--- src/rtl/timer_set_ctrl_if.sv ---
// Bundle between the debounced buttons, the counter chain and the timer set controller.
// The controller uses the slave modport; the button/counter side uses master.
interface timer_set_ctrl_if;
    logic       btn_mode;
    logic       btn_inc;
    logic       btn_cancel;
    logic [7:0] cur_hr;
    logic [7:0] cur_min;
    logic       tick;
    logic       set_hr;
    logic       set_min;
    logic       sec_clr;
    logic [3:0] set_num1;
    logic [3:0] set_num2;
    logic [7:0] edit_hr;
    logic [7:0] edit_min;
    logic       blink;
    logic       editing;

    modport master (
        output btn_mode, btn_inc, btn_cancel, cur_hr, cur_min,
        input  tick, set_hr, set_min, sec_clr, set_num1, set_num2,
               edit_hr, edit_min, blink, editing
    );

    modport slave (
        input  btn_mode, btn_inc, btn_cancel, cur_hr, cur_min,
        output tick, set_hr, set_min, sec_clr, set_num1, set_num2,
               edit_hr, edit_min, blink, editing
    );
endinterface

--- src/rtl/timer_set_ctrl.sv ---
// Timer set controller: 1 Hz tick prescaler, hour/minute edit FSM and
// strobed loading of the edited values into the counter chain over a shared BCD bus.
module timer_set_ctrl #(
    parameter int CLK_DIV   = 50000000,
    parameter int BLINK_DIV = 12500000
) (
    input  logic             clk,
    input  logic             rst,
    timer_set_ctrl_if.slave  bus
);

    localparam int PW = $clog2(CLK_DIV);
    localparam int BW = $clog2(BLINK_DIV + 1);
    localparam logic [PW-1:0] PRESC_MAX = PW'(CLK_DIV - 1);
    localparam logic [BW-1:0] BLINK_MAX = BW'(BLINK_DIV - 1);

    typedef enum logic [2:0] {RUN, EDIT_HR, EDIT_MIN, LOAD_HR, LOAD_MIN} state_e;

    state_e          state_q, state_d;
    logic [PW-1:0]   presc_q, presc_d;
    logic [BW-1:0]   blink_cnt_q, blink_cnt_d;
    logic            tick_q, tick_d;
    logic            set_hr_q, set_hr_d;
    logic            set_min_q, set_min_d;
    logic            sec_clr_q, sec_clr_d;
    logic [7:0]      set_num_q, set_num_d;
    logic [7:0]      edit_hr_q, edit_hr_d;
    logic [7:0]      edit_min_q, edit_min_d;
    logic            blink_q, blink_d;
    logic            editing_q, editing_d;
    logic            count_en;

    // BCD increment that wraps to 00 once the field's maximum is reached.
    function automatic logic [7:0] bcdInc(input logic [7:0] v, input logic [7:0] maxV);
        if (v == maxV)
            return 8'h00;
        else if (v[3:0] == 4'd9)
            return {v[7:4] + 4'd1, 4'h0};
        else
            return {v[7:4], v[3:0] + 4'd1};
    endfunction

    always_ff @(posedge clk or posedge rst) begin
        if (rst) begin
            state_q     <= RUN;
            presc_q     <= '0;
            blink_cnt_q <= '0;
            tick_q      <= 1'b0;
            set_hr_q    <= 1'b0;
            set_min_q   <= 1'b0;
            sec_clr_q   <= 1'b0;
            set_num_q   <= 8'h00;
            edit_hr_q   <= 8'h00;
            edit_min_q  <= 8'h00;
            blink_q     <= 1'b0;
            editing_q   <= 1'b0;
        end else begin
            state_q     <= state_d;
            presc_q     <= presc_d;
            blink_cnt_q <= blink_cnt_d;
            tick_q      <= tick_d;
            set_hr_q    <= set_hr_d;
            set_min_q   <= set_min_d;
            sec_clr_q   <= sec_clr_d;
            set_num_q   <= set_num_d;
            edit_hr_q   <= edit_hr_d;
            edit_min_q  <= edit_min_d;
            blink_q     <= blink_d;
            editing_q   <= editing_d;
        end
    end

    // Cancel outranks mode, which outranks inc.
    always_comb begin
        state_d = state_q;
        case (state_q)
            RUN:      if (bus.btn_mode) state_d = EDIT_HR;
            EDIT_HR:  if (bus.btn_cancel) state_d = RUN;
                      else if (bus.btn_mode) state_d = EDIT_MIN;
            EDIT_MIN: if (bus.btn_cancel) state_d = RUN;
                      else if (bus.btn_mode) state_d = LOAD_HR;
            LOAD_HR:  state_d = LOAD_MIN;
            LOAD_MIN: state_d = RUN;
            default:  state_d = RUN;
        endcase
    end

    always_comb begin
        presc_d     = presc_q;
        blink_cnt_d = blink_cnt_q;
        tick_d      = 1'b0;
        set_hr_d    = 1'b0;
        set_min_d   = 1'b0;
        sec_clr_d   = 1'b0;
        set_num_d   = set_num_q;
        edit_hr_d   = edit_hr_q;
        edit_min_d  = edit_min_q;
        blink_d     = blink_q;
        editing_d   = (state_d == EDIT_HR) || (state_d == EDIT_MIN);

        // The prescaler only advances on cycles that stay in (or return to) RUN, so it is frozen across edits.
        count_en = ((state_q == RUN) || (state_q == LOAD_MIN)) && (state_d == RUN);
        if (state_q == LOAD_HR) begin
            presc_d = '0;
        end else if (count_en) begin
            if (presc_q == PRESC_MAX) begin
                presc_d = '0;
                tick_d  = 1'b1;
            end else begin
                presc_d = presc_q + PW'(1);
            end
        end

        if (state_q == RUN && bus.btn_mode) begin
            edit_hr_d  = bus.cur_hr;
            edit_min_d = bus.cur_min;
        end
        if (state_q == EDIT_HR && !bus.btn_cancel && !bus.btn_mode && bus.btn_inc)
            edit_hr_d = bcdInc(edit_hr_q, 8'h23);
        if (state_q == EDIT_MIN && !bus.btn_cancel && !bus.btn_mode && bus.btn_inc)
            edit_min_d = bcdInc(edit_min_q, 8'h59);

        if (state_d == LOAD_HR) begin
            set_hr_d  = 1'b1;
            set_num_d = edit_hr_q;
        end else if (state_d == LOAD_MIN) begin
            set_min_d = 1'b1;
            sec_clr_d = 1'b1;
            set_num_d = edit_min_q;
        end

        if (editing_d && editing_q) begin
            if (blink_cnt_q == BLINK_MAX) begin
                blink_cnt_d = '0;
                blink_d     = ~blink_q;
            end else begin
                blink_cnt_d = blink_cnt_q + BW'(1);
            end
        end else begin
            blink_cnt_d = '0;
            blink_d     = 1'b0;
        end
    end

    assign bus.tick     = tick_q;
    assign bus.set_hr   = set_hr_q;
    assign bus.set_min  = set_min_q;
    assign bus.sec_clr  = sec_clr_q;
    assign bus.set_num1 = set_num_q[7:4];
    assign bus.set_num2 = set_num_q[3:0];
    assign bus.edit_hr  = edit_hr_q;
    assign bus.edit_min = edit_min_q;
    assign bus.blink    = blink_q;
    assign bus.editing  = editing_q;

endmodule

--- src/flat_wrapper.sv ---
// flat-port wrapper written by rule: the top's interface ports become plain ports
module timer_set_ctrl_flat 
#(
    parameter int CLK_DIV   = 50000000,
    parameter int BLINK_DIV = 12500000
)
  (clk, rst, bus_btn_mode, bus_btn_inc, bus_btn_cancel, bus_cur_hr, bus_cur_min, bus_tick, bus_set_hr, bus_set_min, bus_sec_clr, bus_set_num1, bus_set_num2, bus_edit_hr, bus_edit_min, bus_blink, bus_editing);
  timer_set_ctrl_if bus_i ();
  input  logic clk;
  input  logic rst;
  input wire logic [$bits(bus_i.btn_mode)-1:0] bus_btn_mode;
  input wire logic [$bits(bus_i.btn_inc)-1:0] bus_btn_inc;
  input wire logic [$bits(bus_i.btn_cancel)-1:0] bus_btn_cancel;
  input wire logic [$bits(bus_i.cur_hr)-1:0] bus_cur_hr;
  input wire logic [$bits(bus_i.cur_min)-1:0] bus_cur_min;
  output wire logic [$bits(bus_i.tick)-1:0] bus_tick;
  output wire logic [$bits(bus_i.set_hr)-1:0] bus_set_hr;
  output wire logic [$bits(bus_i.set_min)-1:0] bus_set_min;
  output wire logic [$bits(bus_i.sec_clr)-1:0] bus_sec_clr;
  output wire logic [$bits(bus_i.set_num1)-1:0] bus_set_num1;
  output wire logic [$bits(bus_i.set_num2)-1:0] bus_set_num2;
  output wire logic [$bits(bus_i.edit_hr)-1:0] bus_edit_hr;
  output wire logic [$bits(bus_i.edit_min)-1:0] bus_edit_min;
  output wire logic [$bits(bus_i.blink)-1:0] bus_blink;
  output wire logic [$bits(bus_i.editing)-1:0] bus_editing;
  assign bus_i.btn_mode = bus_btn_mode;
  assign bus_i.btn_inc = bus_btn_inc;
  assign bus_i.btn_cancel = bus_btn_cancel;
  assign bus_i.cur_hr = bus_cur_hr;
  assign bus_i.cur_min = bus_cur_min;
  assign bus_tick = bus_i.tick;
  assign bus_set_hr = bus_i.set_hr;
  assign bus_set_min = bus_i.set_min;
  assign bus_sec_clr = bus_i.sec_clr;
  assign bus_set_num1 = bus_i.set_num1;
  assign bus_set_num2 = bus_i.set_num2;
  assign bus_edit_hr = bus_i.edit_hr;
  assign bus_edit_min = bus_i.edit_min;
  assign bus_blink = bus_i.blink;
  assign bus_editing = bus_i.editing;
  timer_set_ctrl #(.CLK_DIV(CLK_DIV), .BLINK_DIV(BLINK_DIV)) u_core (.clk(clk), .rst(rst), .bus(bus_i));
endmodule
--- config.mk ---
export PLATFORM = sky130hd
export DESIGN_NAME = timer_set_ctrl_flat
export DESIGN_NICKNAME = d
export VERILOG_FILES = /design/src/rtl/timer_set_ctrl_if.sv /design/src/rtl/timer_set_ctrl.sv /design/src/flat_wrapper.sv
export SDC_FILE = /design/constraint.sdc
export NUM_CORES = 1
export LEC_CHECK = 0
export ABC_AREA = 1
export BUFFER_PORTS_ARGS = -buffer_cell sky130_fd_sc_hd__buf_4
export CORE_MARGIN = 5
export CORE_UTILIZATION = 64
export DETAILED_ROUTE_END_ITERATION = 12
export PLACE_DENSITY_LB_ADDON = 0.3
export SLEW_MARGIN = 30
export SYNTH_ARGS = -nofsm -noshare
export SYNTH_HDL_FRONTEND = slang
export SYNTH_SLANG_ARGS = --single-unit
--- constraint.sdc ---
create_clock -name clk -period 4.95 [get_ports clk]
set_input_delay 1.2375 -clock clk [delete_from_list [all_inputs] [get_ports clk]]
set_output_delay 1.2375 -clock clk [all_outputs]
set_load 0.01 [all_outputs]
### Word level (Yosys, flattened, before mapping)

Index checks and enable logic that the tools add are counted.

* flip-flop bits (word level): 82
* latch bits: 0
* memory bits (writable): 0
* ROM bits: 0
* input port bits: 21
* output and inout port bits: 30
* logic and storage cells: 87
* memories: 0

* $add $sub $neg: 6
* multipliers: 0
* div/mod/pow operators: 0
* order comparisons: 0
* equality and inequality tests: 17
* shift-type cells: 0
* mux-type cells: 29
* bitwise operators: 1
* reduce and logical (&&, ||, !) cells: 21

Operators with widths (number)
* $mux W8: 10
* $mux W26: 3
* $mux W24: 2
* $add A26 B1 Y26 const B: 1
* $eq A26 B26 Y1 const B: 1
* $add A24 B1 Y24 const B: 1
* $eq A24 B24 Y1 const B: 1
* $add A4 B1 Y4 const B: 4
* $mux W3: 5
* $eq A3 B2 Y1 const B: 4
* $pmux W3 S4: 1
* $logic_and A1 B1 Y1: 9
* $eq A4 B4 Y1 const B: 2
* $eq A8 B6 Y1 const B: 1
* $eq A8 B7 Y1 const B: 1
* $mux W1: 8
* $reduce_bool A2 Y1: 4
* $eq A3 B1 Y1 const B: 2
* $eq A3 B3 Y1 const B: 2
* $logic_not A3 Y1: 2
* $ne A3 B3 Y1 const B: 2
* $reduce_and A2 Y1: 2
* $logic_not A1 Y1: 2
* $logic_or A1 B1 Y1: 2
* 2 further kinds: 2

### Logic depth before layout (Yosys ltp)

* depth in word-level cells: 7
* depth in mapped cells: 10
* depth with buffers taken out: 10

### Least setup slack after synthesis

OpenSTA, ideal clock, no wires.

* path kind: input-to-reg
* start point: in bus_btn_cancel
* end point: reg u_core.set_num_q[4]
* setup time: 0.138 ns
* arrival time: 2.102 ns
* required time: 4.812 ns
* path slack: 2.710 ns
* stages on the path: 9
* path buffers: 1
* path through: nor2_1 -> nand2_2 -> nor2_4 -> inv_2 -> nand2_1 -> inv_2 -> buf_2 -> nand2_1 -> o221ai_1

* word-level cells in the longest chain between the ends: 4
* elaborated cells on any way between the ends: 7
* those cells by class: eq/ne: 2; mux: 4; reduce/logical: 1

Ends and longest elaborated chain
* start: declaration: line flat_wrapper.sv:13 `input wire logic [$bits(bus_i.btn_cancel)-1:0] bus_btn_cancel;`
* $mux W3 (on tied branches): line timer_set_ctrl.sv:80, timer_set_ctrl.sv:78
* $pmux W3 S4 *: line timer_set_ctrl.sv:76 `case (state_q)`
* $eq A3 B2 Y1 / $eq A3 B3 Y1 (equally long branches): line timer_set_ctrl.sv:123, timer_set_ctrl.sv:126
* $mux W8 / $reduce_bool A2 Y1 (equally long branches)
* end signal: assignment: line timer_set_ctrl.sv:65 `set_num_q <= set_num_d;`
* end: declaration: line timer_set_ctrl.sv:26 `logic [7:0] set_num_q, set_num_d;`

Every way passes the cells marked *; elsewhere a longest branch is shown, timed or not.
A chain may end at the register's enable or synchronous reset.

### Worst setup path in the final report

* start point: in bus_btn_mode
* end point: reg u_core.edit_hr_q[5], in the netlist u_core.bus.edit_hr[5]

* word-level cells in the longest chain between the ends: 5
* elaborated cells on any way between the ends: 8
* those cells by class: eq/ne: 1; mux: 1; reduce/logical: 6

Ends and longest elaborated chain
* start: declaration: line flat_wrapper.sv:11 `input wire logic [$bits(bus_i.btn_mode)-1:0] bus_btn_mode;`
* $logic_not A1 Y1: line timer_set_ctrl.sv:118 `if (state_q == EDIT_HR && !bus.btn_cancel && !bus.btn_mode && bus.btn_inc)`
* $logic_and A1 B1 Y1 (2 in series): line timer_set_ctrl.sv:118
* $ne A3 B3 Y1 (no source line) / $reduce_bool A2 Y1 (equally long branches)
* $reduce_and A2 Y1 (no source line)
* end signal: assignment: line timer_set_ctrl.sv:66 `edit_hr_q <= edit_hr_d;`
* end: declaration: line timer_set_ctrl.sv:27 `logic [7:0] edit_hr_q, edit_hr_d;`

Parallel ways exist; a longest one is shown, timed or not.

==> flow_metrics.py <==
metrics = {
    "clock_tree": {
        "post-cts-setup-buffers": 0,
        "root_buffer": "clkbuf_8",
        "numCtsBuffers": 9,
        "clk_pin_slew_worst_paths_ns": 0.09,
        "cts.repair.resized": 0,
        "ctsHoldBuffers": 0,
        "cts_buffer_depth": 2,
        "htreeDepth": 3,
        "clk_latency_ns": 0.35,
        "clock_sinks": 82,
        "cts_tree": "done",
    },
    "min_path": {
        "holdCritPathClass": "register to register",
    },
    "synthesis": {
        "syn_nets": 746,
        "ys_ff_latch": 82,
        "yosysTopAreaCell": "dfrtp_1",
        "synth_edf_count": 0,
        "netlist_area_mm2": 0.00503,
        "synth-main-ff-cell": "dfrtp_1",
        "syn_area_per_cell_um2": 7.03,
        "synthCells": 715,
        "synth.distinct_cells": 34,
        "synth_area_leaders": "dfrtp_1 (41%), nand2_1 (14%), nor2_1 (11%)",
        "yosysSeqAreaShare": 0.408,
        "synth_top_area_frac": 0.408,
        "ys_warn_count": 0,
        "synth-async-reset-ratio": 1.00,
    },
    "cells_and_area": {
        "drive_gt1_frac": 0.135,
        "area_delta_synth_final_pct": 12.9,
        "nNetsFinal": 796,
        "stdcell_area_mm2": 0.00567,
        "num_antenna_cells": 0,
    },
    "global_routing": {
        "antenna_found_initial": 0,
        "overflow": 0,
        "grt_max_degree": 51,
        "grt_pass1_wl_um": 21400,
        "grt_usage": 0.265,
        "grt_pass1_vias": 4667,
    },
    "flow_run": {
        "drv_cap": 0,
    },
    "timing": {
        "timing.fmax_mhz": 410,
        "setup_violations": 0,
        "rsz0062_at_grt": "false",
        "tns_ns": 0,
        "maxSlewViolCount": 0,
        "report.final.hold_viol_count": 0,
        "period_share": 0.493,
        "worstMarginPinSlew_ns": 0.868,
        "period_needed_ns": 2.44,
        "fin_worst_skew_ns": 0.00950,
        "maxSlewHeadroom": 0.421,
    },
    "floorplan": {
        "io_pins": 51,
        "die_h_um": 98.6,
        "start_util": 0.654,
        "die_w_um": 98.6,
        "die_area_mm2": 0.00973,
        "fp.coreArea_mm2": 0.00769,
        "rows": 32,
    },
    "critical_path": {
        "endpoint_kind": "register",
        "critPathMaxStageDelay_ns": 0.38,
        "worst-path-buf-inv": 3,
        "worst_ep_required_time_ns": 5.22,
        "cp.arrival_ns": 2.71,
        "r2r_slack_ns": 2.84,
        "crit_family": "simple AND/OR/NAND/NOR gates",
        "crit_fanout": 11,
        "worstSetupPathType": "input pin to register",
        "crit_chain": "buf_4 > inv_2 > nand4_1 > nand2_1 > inv_2 > nor2_2 > nand2_1 > o21ai_1",
        "start_kind": "input pin",
        "cp_slowest_cell": "nand4_1",
    },
    "detailed_routing": {
        "postRouteAntennaNets": 0,
        "first_pass_iters": 7,
        "wl_per_cell_um": 14.2,
        "vias_per_cell": 5.48,
        "drtIter0Drc": 288,
        "wirelength_um": 12300,
        "vias": 4779,
        "drc": 0,
    },
    "power": {
        "p_sw_frac": 0.413,
        "p_comb_frac": 0.365,
        "p_sw_w": 0.000999,
        "p_clk_frac": 0.212,
        "internal_power_w": 0.00142,
        "p_leak_nw": 2.71,
        "powerDensity_mw_per_mm2": 427,
        "irDropWorstVdd_mv": 0.302,
        "seqPwrFrac": 0.423,
    },
    "place": {
        "gp_congestion": 0.914,
        "io_buffers": 50,
        "dp_hpwl_um": 9390,
        "post_dp_cell_area_mm2": 0.00547,
    },
    "run_status": {
        "outcome": "completed",
    },
}
[final timing paths]
path / depth (start not counted) / end / from
worst min-delay path: 2 / u_core.set_num_q[3] / u_core.set_num_q[3]
min in group asynchronous: 2 / u_core.blink_cnt_q[13] / rst
worst max register to register: 8 / u_core.blink_cnt_q[20] / u_core.blink_cnt_q[0]
worst min register to register: 2 / u_core.set_num_q[3] / u_core.set_num_q[3]
max in group asynchronous: 3 / u_core.presc_q[19] / rst
worst max-delay path: 8 / u_core.bus.edit_hr[5] / bus_btn_mode
[layout by cell type (no fill, tap or decap), types with 2 or more instances in the layout]
cell type  instances
dfrtp_1           82
inv_6              3
a21oi_1            7
or2_2              4
inv_1             73
nor2_1           141
a31oi_1            2
nor3_1            11
o21ai_0           13
nor2_4             4
o21ai_1           23
o221ai_1           3
nand2_1          193
clkbuf_8           9
xor2_1            17
ha_1              10
buf_4             51
inv_2             12
nand2_2            5
a22oi_1            3
nand3_1           53
nand4_1           20
xnor2_1            5
o21bai_1           6
o211ai_1           3
nor2_2             5
[metrics by stage]
step	utilization	hold slack, ns	power [W]	setup slack (ns)	instances
6_report	0.738	0.528	0.00242	2.51	872
5_1_grt	0.738	0.553	0.00260	2.42	872
4_1_cts	0.738	0.522	0.00243	2.55	872
3_5_place_dp	0.711	0.497	0.00191	2.17	856
3_3_place_gp	0.711	0.485	0.00186	2.24	856
2_1_floorplan	-	0.479	0.00158	1.60	715
[tightest hold or removal path: stages (launching register included)]
cell and delay [ns]:
dfrtp_1 0.37, nand2_1 0.06, o21ai_1 0.06
[area by class of cell]
cell class	instances	area, um^2
timing repair buffer	51	383
clock inverter	7	83.8
clock buffer	9	124
sequential	82	2050
inverter	86	324
tap	102	128
fill	634	2010
multi-input combinational	535	2580
[layer usage]
layer | up-vias | global-route usage | share of wire
met3 | 31 | 0.0432 | 0.052
met4 | 0 | 0.0966 | 0.021
met2 | 142 | 0.442 | 0.49
met1 | 2233 | 0.349 | 0.43
met5 | - | 0 | 0
li1 | 2373 | - | -
[registers in the layout, summed over array words and instances, names as in the netlist, 3 cells and up]
| register | cells |
|---|---|
| u_core.blink_cnt_q | 24 |
| u_core.set_num_q | 8 |
| u_core.presc_q | 26 |
| u_core.bus.edit_min | 8 |
| u_core.bus.edit_hr | 8 |
| u_core.state_q | 3 |
[power groups by stage]
stage	sequential, W	combinational, W	clock, W
after detailed placement	0.00103	0.000881	0
final	0.00102	0.000885	0.000512
after CTS	0.00102	0.000885	0.000522
after global placement	0.00102	0.000840	0
after global routing	0.00105	0.000992	0.000558
after floorplan	0.00103	0.000554	0
[cells in the mapped netlist (all sizes together), types with 4 or more instances]
cell / instances
a21oi: 7
nor3: 13
or2: 4
o21ai: 36
xor2: 17
nand3: 55
ha: 10
dfrtp: 82
xnor2: 5
nand4: 21
buf: 10
inv: 86
o211ai: 4
nand2: 198
o21bai: 6
nor2: 150
[cells by family after synthesis]
group	Yosys count	share of synthesized area
simple gates	442	0.379
buf+inv	98	0.0784
flops	82	0.408
xor+xnor	22	0.0383
fa+ha+maj	10	0.0249
compound gates	61	0.0709
Power figures use the tool's default switching activity.
